<file path="src/rtl/button_conditioner_pkg.sv">
// Shared constants and key state encoding for the button conditioner.
package button_conditioner_pkg;

  // 20 ms at a 50 MHz clock
  localparam int unsigned DEFAULT_DEBOUNCE_CYCLES = 1000000;

  typedef enum logic [1:0] {
    KEY_IDLE         = 2'd0,
    KEY_PRESS_WAIT   = 2'd1,
    KEY_PRESSED      = 2'd2,
    KEY_RELEASE_WAIT = 2'd3
  } key_state_t;

  function automatic int unsigned cnt_width(input int unsigned cycles);
    return $clog2(cycles + 1);
  endfunction

endpackage

</file>
<file path="src/rtl/button_conditioner_debounce_filter.sv">
// One-bit debounce: 2-flop synchronizer, saturating stability counter, stable level.
// A clean edge reaches o_stable DEBOUNCE_CYCLES+2 clocks after it is first sampled.
module debounce_filter
  import button_conditioner_pkg::*;
#(
  parameter int unsigned DEBOUNCE_CYCLES = DEFAULT_DEBOUNCE_CYCLES,
  parameter logic        RESET_LEVEL     = 1'b0
) (
  input  logic i_clk,
  input  logic i_reset_n,
  input  logic i_raw,
  output logic o_stable,
  output logic o_pending,
  output logic o_update
);

  localparam int unsigned   CW       = cnt_width(DEBOUNCE_CYCLES);
  localparam logic [CW-1:0] CNT_DONE = CW'(DEBOUNCE_CYCLES);

  logic          r_sync1;
  logic          r_sync2;
  logic          r_stable;
  logic [CW-1:0] r_cnt;
  logic          w_pending;
  logic          w_update;

  always_ff @(posedge i_clk or negedge i_reset_n) begin
    if (!i_reset_n) begin
      r_sync1 <= RESET_LEVEL;
      r_sync2 <= RESET_LEVEL;
    end else begin
      r_sync1 <= i_raw;
      r_sync2 <= r_sync1;
    end
  end

  assign w_pending = r_sync2 ^ r_stable;
  assign w_update  = w_pending && (r_cnt == CNT_DONE);

  // Any sample that agrees with the stable level throws away the partial count.
  always_ff @(posedge i_clk or negedge i_reset_n) begin
    if (!i_reset_n) begin
      r_stable <= RESET_LEVEL;
      r_cnt    <= '0;
    end else if (w_update) begin
      r_stable <= r_sync2;
      r_cnt    <= '0;
    end else if (!w_pending) begin
      r_cnt    <= '0;
    end else if (r_cnt < CNT_DONE) begin
      r_cnt    <= r_cnt + 1'b1;
    end
  end

  assign o_stable  = r_stable;
  assign o_pending = w_pending;
  assign o_update  = w_update;

endmodule

</file>
<file path="src/rtl/button_conditioner.sv">
// Debounces N_KEYS active-low push-buttons (press pulse + held level) and N_SW slide switches.
// Every output is a flop; a clean edge shows up DEBOUNCE_CYCLES+2 clocks after first sampling.
module button_conditioner
  import button_conditioner_pkg::*;
#(
  parameter int unsigned DEBOUNCE_CYCLES = DEFAULT_DEBOUNCE_CYCLES,
  parameter int unsigned N_KEYS          = 2,
  parameter int unsigned N_SW            = 4
) (
  input  logic              i_clk,
  input  logic              i_reset_n,
  input  logic [N_KEYS-1:0] i_key_n,
  input  logic [N_SW-1:0]   i_sw,
  output logic [N_KEYS-1:0] o_key_press,
  output logic [N_KEYS-1:0] o_key_level,
  output logic [N_SW-1:0]   o_sw_stable,
  output logic              o_sw_changed
);

  logic [N_KEYS-1:0] w_key_pending;
  logic [N_KEYS-1:0] w_key_update;
  logic [N_KEYS-1:0] w_key_stable_unused;
  logic [N_SW-1:0]   w_sw_update;
  logic [N_SW-1:0]   w_sw_pending_unused;
  logic              r_sw_changed;

  for (genvar k = 0; k < N_KEYS; k++) begin : g_key
    key_state_t r_state;
    logic       r_press;
    logic       r_level;

    debounce_filter #(
      .DEBOUNCE_CYCLES (DEBOUNCE_CYCLES),
      .RESET_LEVEL     (1'b1)
    ) u_filter (
      .i_clk     (i_clk),
      .i_reset_n (i_reset_n),
      .i_raw     (i_key_n[k]),
      .o_stable  (w_key_stable_unused[k]),
      .o_pending (w_key_pending[k]),
      .o_update  (w_key_update[k])
    );

    // The filter counts the candidate; the FSM tracks direction so only presses pulse.
    always_ff @(posedge i_clk or negedge i_reset_n) begin
      if (!i_reset_n) begin
        r_state <= KEY_IDLE;
        r_press <= 1'b0;
        r_level <= 1'b0;
      end else begin
        r_press <= 1'b0;
        case (r_state)
          KEY_IDLE: begin
            if (w_key_pending[k]) r_state <= KEY_PRESS_WAIT;
          end
          KEY_PRESS_WAIT: begin
            if (w_key_update[k]) begin
              r_state <= KEY_PRESSED;
              r_press <= 1'b1;
              r_level <= 1'b1;
            end else if (!w_key_pending[k]) begin
              r_state <= KEY_IDLE;
            end
          end
          KEY_PRESSED: begin
            if (w_key_pending[k]) r_state <= KEY_RELEASE_WAIT;
          end
          KEY_RELEASE_WAIT: begin
            if (w_key_update[k]) begin
              r_state <= KEY_IDLE;
              r_level <= 1'b0;
            end else if (!w_key_pending[k]) begin
              r_state <= KEY_PRESSED;
            end
          end
        endcase
      end
    end

    assign o_key_press[k] = r_press;
    assign o_key_level[k] = r_level;
  end

  for (genvar s = 0; s < N_SW; s++) begin : g_sw
    debounce_filter #(
      .DEBOUNCE_CYCLES (DEBOUNCE_CYCLES),
      .RESET_LEVEL     (1'b0)
    ) u_filter (
      .i_clk     (i_clk),
      .i_reset_n (i_reset_n),
      .i_raw     (i_sw[s]),
      .o_stable  (o_sw_stable[s]),
      .o_pending (w_sw_pending_unused[s]),
      .o_update  (w_sw_update[s])
    );
  end

  // Registered on the same edge that loads o_sw_stable, so the two line up.
  always_ff @(posedge i_clk or negedge i_reset_n) begin
    if (!i_reset_n) begin
      r_sw_changed <= 1'b0;
    end else begin
      r_sw_changed <= |w_sw_update;
    end
  end

  assign o_sw_changed = r_sw_changed;

endmodule

</file>
<file path="config.mk">
export PLATFORM = sky130hd
export DESIGN_NAME = button_conditioner
export DESIGN_NICKNAME = d
export VERILOG_FILES = /design/src/rtl/button_conditioner_pkg.sv /design/src/rtl/button_conditioner_debounce_filter.sv /design/src/rtl/button_conditioner.sv
export SDC_FILE = /design/constraint.sdc
export NUM_CORES = 1
export LEC_CHECK = 0
export ABC_AREA = 0
export CORE_MARGIN = 5
export CORE_UTILIZATION = 57
export DETAILED_ROUTE_END_ITERATION = 7
export PLACE_DENSITY = 0.77
export SLEW_MARGIN = 20
export SYNTH_ARGS = -nofsm -noshare
export SYNTH_HDL_FRONTEND = slang
export SYNTH_HIERARCHICAL = 1
export SYNTH_SLANG_ARGS = --single-unit
</file>
<file path="constraint.sdc">
create_clock -name i_clk -period 2.14 [get_ports i_clk]
set_input_delay 0.321 -clock i_clk [delete_from_list [all_inputs] [get_ports i_clk]]
set_output_delay 0.321 -clock i_clk [all_outputs]
set_load 0.02 [all_outputs]
</file>
# Word level (Yosys, flattened, before mapping)
# Index checks and enable logic that the tools add are counted.
[word_totals] in_bits=8 output_inout_bits=9 wordCells=136 reg_bits=147
[op_classes] n_addsub=6 n_bitwise=6 eq_ne=30 magnitude_cmp=6 reduce_logical=15 mux=42
[op_table] cell="20-bit two-way mux" n=18
[op_table] cell="20-bit by 1-bit adder with 20-bit output (second input constant)" n=6
[op_table] cell="20-bit equality test (second input constant)" n=6
[op_table] cell="20-bit less-than comparator (second input constant)" n=6
[op_table] cell="3-bit by 2-bit != test with 1-bit output (second input constant)" n=10
[op_table] cell="2-bit two-way mux" n=12
[op_table] cell="2-bit by 1-bit != test with 1-bit output (second input constant)" n=8
[op_table] cell="2-bit case mux with 4 select lines" n=2
[op_table] cell="2-bit equality test (second input constant)" n=4
[op_table] cell="1-bit two-way mux" n=8
[op_table] cell="4-bit AND reduction" n=2
[op_table] cell="1-bit logical AND" n=6
[op_table] cell="3-bit AND reduction" n=2
[op_table] cell="1-bit bitwise XOR" n=6
[op_table] cell="2-bit by 1-bit equality test with 1-bit output (second input constant)" n=2
[op_table] cell="2-bit logical NOT" n=2
[op_table] cell="1-bit case mux with 2 select lines" n=2
[op_table] cell="2-bit nonzero test" n=2
[op_table] cell="4-bit OR reduction" n=1

# Logic depth before layout (Yosys ltp)
[logic_depth] word_depth=4 ltp_mapped=8 ltp_nobuf=8

# Cells and area by module
# The synthesis kept the hierarchy.
[modules_own_cells] module="debounce_filter at g_sw[0].u_filter ..." area_per_inst_um2=1296.2 seq_area_each_um2=575.6 instances=4 cells_per_inst=135
[modules_own_cells] module="debounce_filter at g_key[0].u_filter ..." area_per_inst_um2=1300.0 seq_area_each_um2=579.3 instances=2 cells_per_inst=135
[modules_own_cells] module="button_conditioner" area_per_inst_um2=332.8 seq_area_each_um2=225.2 instances=1 cells_per_inst=24

# Worst setup path after synthesis
# No wires, ideal clock.
[synth_path] path_kind="reg2reg" from="register g_key[0].u_filter.r_cnt[0]" to="register g_key[0].u_filter.r_cnt[19]" stages_incl_launch_ff=9 t_arrival_ns=1.903 required_ns=2.021 setup_time_ns=0.119 n_path_buf=2 setup_slack_ns=0.117 path_cell_list="dfrtp_1 inv_1 ha_1 or4b_1 nor4_1 a21o_1 buf_4 buf_4 nor2_1"
[synth_between] elab_chain_cells=4 word_cells_on_any_way=8 classes_between="1 x add/sub; 1 x order compare; 2 x eq/ne; 3 x mux; 1 x reduce/logical"
[synth_lines] element="from (decl)" line="button_conditioner_debounce_filter.sv:23" rtl="logic [CW-1:0] r_cnt;"
[synth_lines] element="from (signal assigned)" line="button_conditioner_debounce_filter.sv:51" rtl="r_cnt <= r_cnt + 1'b1;"
[synth_lines] element="20-bit by 1-bit adder with 20-bit output" line="button_conditioner_debounce_filter.sv:51"
[synth_lines] element="20-bit two-way mux" line="button_conditioner_debounce_filter.sv:50" rtl="end else if (r_cnt < CNT_DONE) begin"
[synth_lines] element="20-bit two-way mux" line="button_conditioner_debounce_filter.sv:48" rtl="end else if (!w_pending) begin"
[synth_lines] element="20-bit two-way mux" line="button_conditioner_debounce_filter.sv:45" rtl="end else if (w_update) begin"
# Several ways; a longest one is shown, not always the timed one. The select of a mux whose other input is x is not followed.
# A chain may end at the register's enable or synchronous reset.

# Worst setup path after layout
[layout_path] from="register g_sw[2].u_filter.r_cnt[12]" to="register g_sw[2].u_filter.r_cnt[6]"
[layout_between] elab_chain_cells=3 word_cells_on_any_way=5 classes_between="1 x order compare; 2 x eq/ne; 1 x mux; 1 x reduce/logical"
[layout_lines] element="from (decl)" line="button_conditioner_debounce_filter.sv:23"
[layout_lines] element="from (signal assigned)" line="button_conditioner_debounce_filter.sv:51"
[layout_lines] element="parallel branches: the longest is 3 deep, another holds 20-bit less-than comparator"
# Parallel ways; which one is timed is not known.

==> impl_metrics.json <==
{
  "hold_class": "in2reg",
  "dp_cells": 1058,
  "min_delay_path_depth": 1,
  "drv_cap": 0,
  "comb_power_share": 0.066,
  "rrSetupSlack_ps": 30,
  "clkPwrFrac": 0.493,
  "outcome": "finished, final reports clean",
  "path_class": "reg2reg",
  "finalSetupTns_ps": 0,
  "rsz0062_at_grt": "yes",
  "path_cells": "or4b_4 > a211o_1 > a31oi_2 > buf_6 > or3_1 > a21oi_1",
  "setup_viol": 0,
  "fillCellCount": 1016,
  "p_per_area_mw_per_mm2": 679,
  "grtUsageTotal": 0.223,
  "netlist_area_mm2": 0.00810,
  "final-hold-violation-count": 0,
  "start_util": 0.581,
  "grt_max_degree": 63,
  "boundaryPins": 17,
  "critPathArrivalTime_ps": 2410,
  "vias_per_cell": 6.31,
  "htreeDepth": 4,
  "drv_slew": 0,
  "hp-start": "i_key_n[0]",
  "fin_crit_sh": 0.988,
  "dr_wl_met2_um": 9090,
  "dpl.hpwl_um": 12400,
  "antenna_found_initial": 0,
  "die_area_mm2": 0.0167,
  "first_iter_violations": 612,
  "critPathMaxStageDelay_ps": 580,
  "switching_share": 0.223,
  "drtPass1Iterations": 5,
  "clockBufferDepth": 2,
  "routedWlPerCell_um": 16.5,
  "met1_length_um": 7800,
  "worstRegToRegCells": 6,
  "synth_nets": 850,
  "syn-instance-count": 830,
  "fmax_mhz": 473,
  "hold_end": "g_key[0].u_filter/r_sync1",
  "clock-root-buffer": "clkbuf_16",
  "syn2layout_area_growth_pct": 18.6,
  "insertion_delay_ps": 420,
  "path_max_fanout": 9,
  "layout-drive-gt1-share": 0.214,
  "min_period_ps": 2110,
  "cp_slowest_cell": "or4b_4",
  "grt_pass1_wl_um": 30800,
  "layout_setup_ws_ps": 25.2,
  "crit_required_ps": 2430,
  "avgSynthCellArea_um2": 9.76,
  "final_core_util": 0.689,
  "drcViolationCount": 0,
  "worst_pin_slew_ps": 579,
  "clkTransAtPathRegs_ps": 60,
  "clock_skew_ps": 6.08,
  "ant_nets": 0,
  "worstSetupStartpoint": "g_sw[2].u_filter/r_cnt[12]",
  "startpoint_type": "flip-flop",
  "overflow": 0,
  "clkSinkCount": 147,
  "crit_path_end_kind": "flip-flop",
  "tritoncts": "yes",
  "final_nets": 923,
  "switchingPower_mw": 1.46,
  "r2r_start": "g_sw[2].u_filter/r_cnt[12]",
  "fp.coreArea_mm2": 0.0139,
  "grt_pass1_vias": 6754,
  "io_buffers": 16,
  "r2r-end": "g_sw[2].u_filter/r_cnt[6]",
  "vias": 6911,
  "seq_power_share": 0.441,
  "cts_buffers": 17,
  "slew_headroom": 0.614,
  "yosys_warnings": 6,
  "vdd_drop_max_uv": 559,
  "leakagePower_nw": 3.81,
  "globalplace.congestion": 0.866,
  "die_h_um": 129,
  "wl_met3_um": 814,
  "top_layer": "met4",
  "num_rows": 43,
  "die_w_um": 129,
  "wirelength_um": 18100,
  "dp_slack_ps": 24.0,
  "internal_power_mw": 5.07,
  "final_cells": 1096,
  "antenna_cells": 0
}
power by group through the flow:
| stage | logic, mW | clock network (mW) | registers, mW |
|---|---|---|---|
| global route | 0.475 | 3.41 | 2.88 |
| CTS | 0.400 | 3.28 | 2.87 |
| finish | 0.432 | 3.22 | 2.88 |
| floorplan | 0.216 | 0 | 2.91 |
| global placement | 0.376 | 0 | 2.92 |
| detailed placement | 0.396 | 0 | 2.92 |
per-layer routing:
| layer | global-route usage | vias up |
|---|---|---|
| met3 | 0.0437 | 30 |
| li1 | - | 3253 |
| met2 | 0.376 | 225 |
| met5 | 0 | - |
| met4 | 0.0791 | 0 |
| met1 | 0.289 | 3403 |
sequential cells by signal, summed over array words and instances, names as in the netlist, 2 cells and up:
signal                   cells
g_sw.u_filter/r_cnt         80
g_key.u_filter/o_stable      2
g_key.r_level                2
g_sw.u_filter/o_stable       4
g_key.u_filter/r_sync1       2
g_sw.u_filter/r_sync1        4
g_sw.u_filter/r_sync2        4
g_key.u_filter/r_cnt        40
g_key.r_press                2
g_key.r_state                4
g_key.u_filter/r_sync2       2
how the worst max path moves through the flow:
stage	cells after the start	slack (ps)	to
global route	6	-50	g_sw[2].u_filter/r_cnt[18]
global placement	8	80	g_key[0].r_level
floorplan	8	120	g_key[0].u_filter/r_cnt[19]
finish	6	30	g_sw[2].u_filter/r_cnt[6]
CTS	8	20	g_key[0].r_level
detailed placement	7	20	g_sw[3].u_filter/r_cnt[4]
critical path: cells and delay by family, from the launching register on:
kind	cells	cell delay (ps)
DFF	1	420
AOI/OAI and AO/OA	3	690
and+or+nand+nor	2	710
buffers and inverters	1	170
stage by stage:
step,cell area (um2),total power [mW],hold WS [ps]
final,9610,6.53,312
after global routing,9610,6.77,293
after CTS,9380,6.55,292
after detailed placement,8720,3.32,335
after global placement,8720,3.29,333
after floorplan,8100,3.13,25.4
layout make-up:
type | instances | area [um2] | share of cell area
timing repair buffer | 88 | 816 | 0.0849
clock buffer | 18 | 429 | 0.0447
inverter | 20 | 75.1 | 0.00781
tap | 180 | 225 | 0.0234
clock inverter | 14 | 210 | 0.0219
sequential | 147 | 3690 | 0.384
multi-input combinational | 629 | 4160 | 0.433
repair_timing:
item | 4_1_cts | 5_1_grt
endpoints found under the hold margin | 58 | 0
pin swaps | 0 | 11
resized for setup | 1 | 36
buffers inserted | 0 | 4
cloned | 0 | 1
setup endpoints to repair | 1 | 113
hold buffers | 1 | 0
cell usage in the layout (no fill, tap or decap), drive strengths merged, types with 19 or more instances in the layout:
cell type	n
nand3	36
o21ai	66
inv	21
or4	31
nand2	56
nor2	60
or3	66
nand4	30
dfrtp	141
buf	71
a21oi	96
clkbuf	19
No activity file was read; power rests on OpenSTA's default activity.
